===== src/rtl/iter_div_pkg.sv =====
// Shared divider types: operation encoding, request bundle and result selector.
package cpuDefine;

    typedef enum logic [1:0] {
        DIVOP_DIV  = 2'd0,
        DIVOP_MOD  = 2'd1,
        DIVOP_DIVU = 2'd2,
        DIVOP_MODU = 2'd3
    } DivOp;

    typedef union packed {
        DivOp       op;
        logic [1:0] raw;
    } DivOpRaw;

    typedef enum logic {
        DIVNEED_QUOT = 1'b0,
        DIVNEED_REM  = 1'b1
    } DivNeed;

    localparam int unsigned DIVREQ_DATA_W = 32;
    localparam int unsigned DIVREQ_TAG_W  = 5;

    typedef struct packed {
        DivOp                     op;
        logic [DIVREQ_DATA_W-1:0] a;
        logic [DIVREQ_DATA_W-1:0] b;
        logic [DIVREQ_TAG_W-1:0]  tag;
    } DivReq;

    function automatic DivNeed div_need(input DivOp op);
        return (op == DIVOP_MOD || op == DIVOP_MODU) ? DIVNEED_REM : DIVNEED_QUOT;
    endfunction

    function automatic logic div_signed(input DivOp op);
        return (op == DIVOP_DIV || op == DIVOP_MOD);
    endfunction

endpackage


===== src/rtl/iter_div_step.sv =====
// One restoring-division step: shift in a dividend bit, subtract divisor, keep if non-negative.
module iter_div_step
    import cpuDefine::*;
#(
    parameter int unsigned DATA_W = 32
) (
    input  logic [DATA_W-1:0] rem,
    input  logic              dividend_bit,
    input  logic [DATA_W-1:0] divisor,
    output logic [DATA_W-1:0] rem_next,
    output logic              q_bit
);

    logic [DATA_W:0] partial;
    logic [DATA_W:0] diff;

    always_comb begin
        partial  = {rem, dividend_bit};
        diff     = partial - {1'b0, divisor};
        // Partial remainder < 2*divisor, so the top bit of diff is the borrow.
        q_bit    = ~diff[DATA_W];
        rem_next = q_bit ? diff[DATA_W-1:0] : partial[DATA_W-1:0];
    end

endmodule


===== src/rtl/iter_div.sv =====
// Iterative restoring divider, one quotient bit per clock. Define DIV_FAST_EN to let
// zero-divisor and |a| < |b| requests skip straight to the result.
module iter_div
    import cpuDefine::*;
#(
    parameter int unsigned DATA_W = 32,
    parameter int unsigned TAG_W  = 5
) (
    input  logic              aclk,
    input  logic              aresetn,
    input  logic              in_valid,
    output logic              in_ready,
    input  logic [1:0]        in_op,
    input  logic [DATA_W-1:0] in_a,
    input  logic [DATA_W-1:0] in_b,
    input  logic [TAG_W-1:0]  in_tag,
    input  logic              flush,
    output logic              out_valid,
    input  logic              out_ready,
    output logic [DATA_W-1:0] out_result,
    output logic [TAG_W-1:0]  out_tag
);

    localparam int unsigned CntW = $clog2(DATA_W);

    typedef enum logic [1:0] {StIdle, StCalc, StDone} div_state_e;

    div_state_e        state;
    logic [CntW-1:0]   cnt;
    logic [DATA_W-1:0] rem, quo, b_mag, a_raw;
    logic [TAG_W-1:0]  tag_q;
    DivNeed            need_q;
    logic              b_zero_q, neg_q_q, neg_r_q;

    DivOpRaw           op_u;
    logic              in_signed, a_neg, b_neg, in_b_zero;
    logic [DATA_W-1:0] in_a_mag, in_b_mag;
    logic [DATA_W-1:0] rem_next, q_full, final_result;
    logic              q_bit;

    iter_div_step #(.DATA_W(DATA_W)) u_step (
        .rem          (rem),
        .dividend_bit (quo[DATA_W-1]),
        .divisor      (b_mag),
        .rem_next     (rem_next),
        .q_bit        (q_bit)
    );

    always_comb begin
        op_u.raw  = in_op;
        in_signed = div_signed(op_u.op);
        a_neg     = in_signed & in_a[DATA_W-1];
        b_neg     = in_signed & in_b[DATA_W-1];
        in_a_mag  = a_neg ? -in_a : in_a;
        in_b_mag  = b_neg ? -in_b : in_b;
        in_b_zero = (in_b == '0);
        q_full    = {quo[DATA_W-2:0], q_bit};
        if (need_q == DIVNEED_REM) begin
            final_result = b_zero_q ? a_raw : (neg_r_q ? -rem_next : rem_next);
        end else begin
            final_result = b_zero_q ? {DATA_W{1'b1}} : (neg_q_q ? -q_full : q_full);
        end
    end

    assign in_ready = (state == StIdle);

    always_ff @(posedge aclk or negedge aresetn) begin
        if (!aresetn) begin
            state      <= StIdle;
            cnt        <= '0;
            rem        <= '0;
            quo        <= '0;
            b_mag      <= '0;
            a_raw      <= '0;
            tag_q      <= '0;
            need_q     <= DIVNEED_QUOT;
            b_zero_q   <= 1'b0;
            neg_q_q    <= 1'b0;
            neg_r_q    <= 1'b0;
            out_valid  <= 1'b0;
            out_result <= '0;
            out_tag    <= '0;
        end else if (flush) begin
            state     <= StIdle;
            out_valid <= 1'b0;
        end else begin
            unique case (state)
                StIdle: begin
                    if (in_valid) begin
                        need_q   <= div_need(op_u.op);
                        b_zero_q <= in_b_zero;
                        neg_q_q  <= a_neg ^ b_neg;
                        neg_r_q  <= a_neg;
                        a_raw    <= in_a;
                        b_mag    <= in_b_mag;
                        quo      <= in_a_mag;
                        rem      <= '0;
                        cnt      <= CntW'(DATA_W - 1);
                        tag_q    <= in_tag;
`ifdef DIV_FAST_EN
                        // Quotient is trivially zero (or all-ones); remainder is a itself.
                        if (in_b_zero || (in_a_mag < in_b_mag)) begin
                            state      <= StDone;
                            out_valid  <= 1'b1;
                            out_tag    <= in_tag;
                            if (div_need(op_u.op) == DIVNEED_REM) begin
                                out_result <= in_a;
                            end else begin
                                out_result <= in_b_zero ? {DATA_W{1'b1}} : '0;
                            end
                        end else begin
                            state <= StCalc;
                        end
`else
                        state <= StCalc;
`endif
                    end
                end
                StCalc: begin
                    rem <= rem_next;
                    quo <= q_full;
                    cnt <= cnt - 1'b1;
                    if (cnt == '0) begin
                        state      <= StDone;
                        out_valid  <= 1'b1;
                        out_result <= final_result;
                        out_tag    <= tag_q;
                    end
                end
                StDone: begin
                    if (out_ready) begin
                        state     <= StIdle;
                        out_valid <= 1'b0;
                    end
                end
                default: state <= StIdle;
            endcase
        end
    end

endmodule


===== config.mk =====
export PLATFORM = sky130hd
export DESIGN_NAME = iter_div
export DESIGN_NICKNAME = d
export VERILOG_FILES = /design/src/rtl/iter_div_pkg.sv /design/src/rtl/iter_div_step.sv /design/src/rtl/iter_div.sv
export SDC_FILE = /design/constraint.sdc
export NUM_CORES = 1
export LEC_CHECK = 0
export ABC_AREA = 1
export CORE_MARGIN = 2
export CORE_UTILIZATION = 30
export DETAILED_ROUTE_END_ITERATION = 7
export HOLD_SLACK_MARGIN = 0.08
export PLACE_DENSITY = 0.51
export REMOVE_ABC_BUFFERS = 1
export SLEW_MARGIN = 5
export SYNTH_ARGS = -nofsm -noshare
export SYNTH_HDL_FRONTEND = slang
export SYNTH_SLANG_ARGS = --single-unit

===== constraint.sdc =====
create_clock -name aclk -period 10.36 [get_ports aclk]
set_clock_uncertainty 0.15 [all_clocks]
set_input_delay 2.072 -clock aclk [delete_from_list [all_inputs] [get_ports aclk]]
set_output_delay 2.072 -clock aclk [all_outputs]
set_load 0.005 [all_outputs]

==> results of run 1 <==
-- report_power, final --
| part | internal [W] | total, W | switching, W |
|---|---|---|---|
| Combinational | 0.00102 | 0.00334 | 0.00232 |
| Clock | 0.000310 | 0.000641 | 0.000330 |
| Sequential | 0.000854 | 0.000984 | 0.000130 |
| Total | 0.00219 | 0.00497 | 0.00278 |
-- layer usage --
| metal | global-route usage | share of wire | vias up |
|---|---|---|---|
| met4 | 0.0563 | 0.016 | 0 |
| li1 | - | - | 7352 |
| met1 | 0.285 | 0.48 | 6883 |
| met5 | 0 | 0 | - |
| met2 | 0.327 | 0.46 | 324 |
| met3 | 0.0281 | 0.040 | 41 |
-- cells by family (layout without fill, tap and decap cells) --
| kind of cell | count (synthesis) | after routing | synth area share |
|---|---|---|---|
| buffers and inverters | 404 | 486 | 0.111 |
| flip-flops | 182 | 182 | 0.317 |
| AO/OA/AOI/OAI | 366 | 366 | 0.144 |
| XOR/XNOR | 63 | 63 | 0.0384 |
| AND/OR/NAND/NOR | 1207 | 1207 | 0.356 |
| adder cells (fa/ha/maj) | 39 | 39 | 0.0344 |
-- metrics by stage --
| stage | instance area, µm² | instances | hold WS [ns] | setup slack, ns | total power, W |
|---|---|---|---|---|---|
| 6_report | 16600 | 2958 | 0.335 | 5.33 | 0.00497 |
| 5_1_grt | 16600 | 2958 | 0.356 | 4.74 | 0.00549 |
| 4_1_cts | 16600 | 2958 | 0.341 | 5.36 | 0.00500 |
| 3_5_place_dp | 16100 | 2926 | 0.319 | 4.95 | 0.00434 |
| 3_3_place_gp | 16100 | 2926 | 0.309 | 4.95 | 0.00433 |
| 2_1_floorplan | 14000 | 2180 | 0.299 | 3.41 | 0.00337 |
-- synthesized netlist by cell type (7+ instances only) --
library cell	count
dfrtp_1	182
o21ai_0	146
nand4_1	15
buf_1	7
o211ai_1	11
o221ai_1	21
nor3_1	37
nand2_1	699
clkbuf_1	61
a21oi_1	120
nand2_4	12
xnor2_1	15
o22ai_1	28
nand2_2	23
nor2_1	230
xor2_1	48
nor2_2	9
ha_1	38
nand3_1	152
buf_6	7
inv_1	316
o31ai_1	9
-- worst register-to-register path: cells and delay by family, from the launching register on --
family,cells,cell delay (ns)
AOI/OAI and AO/OA,5,0.60
adders and majority gates,3,0.93
buffers and inverters,4,0.44
DFF,1,0.36
and+or+nand+nor,17,2.41
-- worst max-delay path by stage --
stage | cells past startpoint | endpoint | from | slack, ns
after floorplan | 6 | cnt[4]$_DFFE_PN0P_ | flush | 3.41
after global placement | 20 | quo[30]$_DFFE_PN0P_ | in_a[1] | 4.95
after detailed placement | 20 | quo[30]$_DFFE_PN0P_ | in_a[0] | 4.95
after CTS | 27 | out_result[30]$_DFFE_PN0P_ | quo[31]$_DFFE_PN0P_ | 5.36
after global routing | 27 | out_result[30]$_DFFE_PN0P_ | quo[31]$_DFFE_PN0P_ | 4.74
final | 29 | out_result[24]$_DFFE_PN0P_ | quo[31]$_DFFE_PN0P_ | 5.33
-- cells in the final DEF, fill, tap and decap left out, types with 7 or more instances in the layout --
master           count
nand2_4             12
a21oi_1            120
inv_2                7
nor2_1             228
inv_1              315
nand2_1            699
o31ai_1              9
clkbuf_16           17
clkdlybuf4s50_1    113
o221ai_1            21
o211ai_1            11
nor2_2              11
o21ai_0            146
buf_4               17
xnor2_1             15
nor3_1              36
nand4_1             15
nand3_1            151
dfrtp_1            182
o22ai_1             28
ha_1                38
xor2_1              48
nand2_2             23
-- flip-flops by register name, summed over array words and instances, names as in the netlist --
| register | cells |
|---|---|
| a_raw | 32 |
| b_mag | 32 |
| b_zero_q | 1 |
| cnt | 5 |
| need_q | 1 |
| neg_q_q | 1 |
| neg_r_q | 1 |
| out_result | 32 |
| out_tag | 5 |
| out_valid | 1 |
| quo | 32 |
| rem | 32 |
| state | 2 |
| tag_q | 5 |
-- area by class of cell --
type | instances | area, µm²
clock inverter | 12 | 93.8
clock buffer | 20 | 437
sequential | 182 | 4550
fill | 5199 | 30900
tap | 615 | 769
inverter | 323 | 1210
timing repair buffer | 131 | 1270
multi-input combinational | 1675 | 8260
==> summary.md, run 1 <==
| Metric | Value |
|---|---|
| Clock latency on the worst-skew pair | 0.50 ns |
| CP Data Required Time | 10.60 ns |
| Wire per inst | 16.7 µm |
| Min Tclk post-route | 5.03 ns |
| Area Growth Syn to Fin | 15.4% |
| Layout cells sized above 1 | 0.0521 |
| Final Core Density | 0.349 |
| Clock sinks | 182 |
| Reg2Reg Setup Slack | 5.33 ns |
| Routed WL | 49,400 µm |
| Yosys top cell by area | dfrtp_1 |
| CP max FO | 46 |
| Vias/cell | 4.94 |
| Min-delay src | b_mag[17]$_DFFE_PN0P_ |
| DP HPWL | 37,000 µm |
| CTS H-tree lvls | 4 |
| Post-Syn Instances | 2,261 |
| Post-synth EDFFs | 0 |
| Final setup fails | 0 |
| Outcome | finished clean |
| GRT overflow | 0 |
| # IOs | 115 |
| Drt pass-1 iters | 5 |
| Power Density | 299 nW/µm² |
| Slew margin rel. | 0.345 |
| Final Max Tran Viols | 0 |
| Diode count | 0 |
| Starting Density | 0.303 |
| CP Buf/Inv Count | 4 |
| Post-synth top area share | 0.317 |
| Initial antenna violation count | 0 |
| Worst Setup Path Type | reg -> reg |
| Syn. warnings | 0 |
| Die Span Y | 223 µm |
| Synth area leaders | dfrtp_1, nand2_1, inv_1, nor2_1, nand3_1 |
| Worst stage delay on the critical path | 0.43 ns |
| Worst setup SP type | register |
| Worst Hold Class | reg -> reg |
| R2R Path End | out_result[24]$_DFFE_PN0P_ |
| Post-Synthesis Cell Area | 14,400 µm² |
| Clock Root Buffer | clkbuf_16 |
| Fmax | 199 MHz |
| Total CTS buffers | 17 |
| Cells on worst reg2reg path | 29 |
| Buffers on Ports | 114 |
| Die Wd | 223 µm |
| RSZ-0062 raised after global routing | false |
| Maxcap violations | 0 |
| Clock tree buffer depth | 2 |
| Antenna viol nets, final | 0 |
| Syn Area/Cell | 6.36 µm² |
| # rows | 80 |
| Routed via count | 14,600 |
| Overall global routing resource usage | 0.203 |
| Arrival @ worst endpoint | 5.26 ns |
| Ys async rst share | 1.00 |
| Crit-path slowest cell | nand2_4 |
| Largest net degree at the start of global routing | 73 |
| First-pass GRT wire length | 78,800 µm |
| Worst-Margin Slew | 0.983 ns |
| Primary FF master, synth | dfrtp_1 |
| Hold Path End | b_mag[17]$_DFFE_PN0P_ |
| CTS tree | built |
| Initial DRC Count | 984 |
| Die ar. | 49,700 µm² |
| Lkg Pwr | 8.45 nW |
| CP top delay family | simple AND/OR/NAND/NOR gates |
| Netlist cell types | 49 |
| Number of global-route vias before repair | 14,000 |
| Reg2Reg Launch Point | quo[31]$_DFFE_PN0P_ |
| Period utilization | 0.485 |
| PostCTS Resize Cnt | 0 |
| Post-CTS Hold Buffers | 0 |
| Most used cell, CP | nand2_1 |
| Final hold viol count | 0 |
| CP endpoint kind | register |
| Clock transition at the registers of the reported paths | 0.07 ns |
| Post CTS Setup Buffer Count | 0 |
| Final nets | 2,445 |
| WHS Path Cells | 2 |
| Seq/Total Area, Yosys | 0.317 |
| Final Wtd Congestion | 0.893 |
| Setup TNS | 0 ns |
| #FFs+latches synth | 182 |
| Max rail drop VDD | 0.187 mV |
| # DRC | 0 |
| Core ar. | 47,500 µm² |
(Power assumes the default switching activity.)
==> inputs of run 2 (changes only) <==
clock period = 5 ns   (was 10.36 ns; I/O delays follow)
==> run 2 against run 1 <==
  * Sequential cell count did not move
  * Critical path depth is the same
  * Combinational power up 110%
  * Worst hold slack worse by 0.011 ns
  * Clock power grew 120%
  * Maximum frequency up 9.2%
  * Sequential share of layout area decreased by 0.23 points
  * Final area grew 0.84%
  * Count of clock-buffer cells in the layout fell by 1
  * Global-route usage shrank 0.064 points
  * Total power up 110%
  * Critical path type unchanged
==> summary.md, run 2 (synthesized netlist as in run 1, its figures left out) <==
| Metric | Value |
|---|---|
| Gate power share | 0.674 (about the same) |
| First-pass GRT wire length | 78,600 µm (-0.20%) |
| CP endpoint kind | register |
| # DRC | 0 (unchanged) |
| Slew margin rel. | 0.287 (-0.0578) |
| Final nets | 2,452 (+0.29%) |
| Fin cells | 2,965 (+0.24%) |
| Area Growth Syn to Fin | 16.4% |
| Core ar. | 47,500 µm² (unchanged) |
| Pre-CTS setup slack | 0.238 ns (-4.71 ns) |
| Maxcap violations | 0 (unchanged) |
| # IOs | 115 (unchanged) |
| Power Density | 630 nW/µm² (+110%) |
| Min Hold Slack | 0.324 ns (-0.0111 ns) |
| Diode count | 0 (unchanged) |
| # rows | 80 (unchanged) |
| GRT overflow | 0 (unchanged) |
| Final Wtd Congestion | 0.904 (+1.3%) |
| Register area | 4550 µm² (unchanged) |
| Commonest non-fill, non-tap cells in the layout | nand2_1, inv_1, nor2_1 |
| Area of the multi-input gates | 8280 µm² (+0.21%) |
| Wire per inst | 16.7 µm (+0.34%) |
| Drt pass-1 iters | 5 (unchanged) |
| Final setup fails | 0 (unchanged) |
| Initial DRC Count | 1,153 (+17%) |
| Internal power | 0.00466 W (+110%) |
| Reg2Reg Setup Slack | 0.39 ns (-4.94 ns) |
| Crit-path slowest cell | fa_1 |
| Period utilization | 0.921 (+0.436) |
| Clock latency on the worst-skew pair | 0.47 ns (-0.03 ns) |
| Worst Setup Path Type | reg -> reg |
| Worst-Margin Slew | 1.07 ns (+0.0867 ns) |
| Clock Power Share | 0.134 (+0.005) |
| Number of global-route vias before repair | 14,100 (+0.74%) |
| Max rail drop VDD | 0.314 mV (+68%) |
| Worst setup SP type | register |
| Switching pwr | 0.00587 W (+110%) |
| Fmax | 217 MHz (+9.2%) |
| Largest net degree at the start of global routing | 81 (+11%) |
| Die Wd | 223 µm (unchanged) |
| Commonest non-fill, non-tap cell in the layout | nand2_1 |
| CTS tree | built |
| Layout cells sized above 1 | 0.0583 (+0.00623) |
| Worst stage delay on the critical path | 0.41 ns (-0.02 ns) |
| Most used cell, CP | nand2_1 |
| Fillers | 5,152 (-0.90%) |
| CP max FO | 8 (-83%) |
| Min Tclk post-route | 4.61 ns (-0.423 ns) |
| CP Data Required Time | 5.21 ns (-5.39 ns) |
| Outcome | finished clean |
| Power, Total | 0.0105 W (+110%) |
| Buffers on Ports | 114 (unchanged) |
| Clock transition at the registers of the reported paths | 0.08 ns (about the same) |
| Routed WL | 49,700 µm (+0.58%) |
| Vias/cell | 4.91 (-0.45%) |
| Overall global routing resource usage | 0.203 (-0.000641) |
| Worst Hold Class | reg -> reg |
| Clock sinks | 182 (unchanged) |
| Routed via count | 14,600 (-0.22%) |
| Starting Density | 0.303 (unchanged) |
| Antenna viol nets, final | 0 (unchanged) |
| DP HPWL | 38,000 µm (+2.7%) |
| Worst Setup Slack, final | 0.394 ns (-4.94 ns) |
| Final hold viol count | 0 (unchanged) |
| Final Core Density | 0.352 (+0.00292) |
| Initial antenna violation count | 0 (unchanged) |
| Register share of total power | 0.192 (-0.006) |
| RSZ-0062 raised after global routing | false |
| Clock Root Buffer | clkbuf_16 |
| Placed insts | 2,931 (+0.17%) |
| Net Sw Frac | 0.557 (-0.00272) |
| CTS H-tree lvls | 4 (unchanged) |
| Die ar. | 49,700 µm² (unchanged) |
| Clock tree buffer depth | 2 (unchanged) |
| Lkg Pwr | 8.50 nW (+0.67%) |
| Total CTS buffers | 17 (unchanged) |
| Arrival @ worst endpoint | 4.82 ns (-0.44 ns) |
| Final Max Tran Viols | 0 (unchanged) |
| Die Span Y | 223 µm (unchanged) |
## run 2: cell types whose count changed in the layout (fill, tap and decap cells not counted), sizes merged
cell      before  now
buf           17   24
bufinv         0    1
clkbuf        21   20
clkinvlp       2    3
inv          328  327
## run 2: layout make-up
| type | count | area share |
|---|---|---|
| Clock inverter | 13 | 0.00837 |
| Sequential cell | 182 | 0.272 |
| Clock buffer | 19 | 0.0265 |
| Tap cell | 615 | 0.0460 |
| Inverter | 323 | 0.0727 |
| Timing Repair Buffer | 138 | 0.0799 |
| Multi-Input combinational cell | 1675 | 0.495 |
## run 2: per-layer routing
layer / up-vias / GRT usage / wire length, µm
met3: 53 / 0.0223 / 2040
met5: - / 0 / 0
met4: 0 / 0.0641 / 1080
met2: 348 / 0.328 / 22800
met1: 6800 / 0.282 / 23800
li1: 7367 / - / -
## run 2: metrics by stage
step	instance area (µm²)	TNS, ns
after floorplan	14000	-15.41
after global placement	16100	0
after detailed placement	16100	0
after CTS	16700	0
after global routing	16700	0
final	16700	0
## run 2: worst max-delay path, delay by kind of cell, from the launching register on
kind            cells  cell delay [ns]
flops               1             0.40
simple gates       17             2.06
compound gates      5             0.65
buf+inv             4             0.44
fa+ha+maj           3             0.79
## run 2: power by group through the flow
stage	Clock (W)	Combinational, W	Sequential, W
detailed placement	0	0.00705	0.00205
CTS	0.00145	0.00709	0.00203
finish	0.00141	0.00710	0.00203
floorplan	0	0.00500	0.00199
global route	0.00150	0.00799	0.00207
global placement	0	0.00702	0.00205
## run 2: timing repair
item	in CTS	in global routing
hold buffers	0	0
endpoints found under the setup margin	0	6
gates resized for setup	0	6
buffers inserted	0	2
## run 2: worst paths after layout
check | startpoint | endpoint | cells after the start
min in group asynchronous | aresetn | b_mag[20]$_DFFE_PN0P_ | 1
worst max register to register | quo[31]$_DFFE_PN0P_ | out_result[24]$_DFFE_PN0P_ | 29
max in group asynchronous | aresetn | quo[31]$_DFFE_PN0P_ | 2
worst min register to register | out_tag[4]$_DFFE_PN0P_ | out_tag[4]$_DFFE_PN0P_ | 2
worst min-delay path | out_tag[4]$_DFFE_PN0P_ | out_tag[4]$_DFFE_PN0P_ | 2
worst max-delay path | quo[31]$_DFFE_PN0P_ | out_result[24]$_DFFE_PN0P_ | 29
==> inputs of run 3 (changes only) <==
CTS_CLUSTER_DIAMETER = 30   (was default)
SLEW_MARGIN = default   (was 5)
==> results of run 3 <==
Final layout, timing and power as in run 2 (identical DEF).
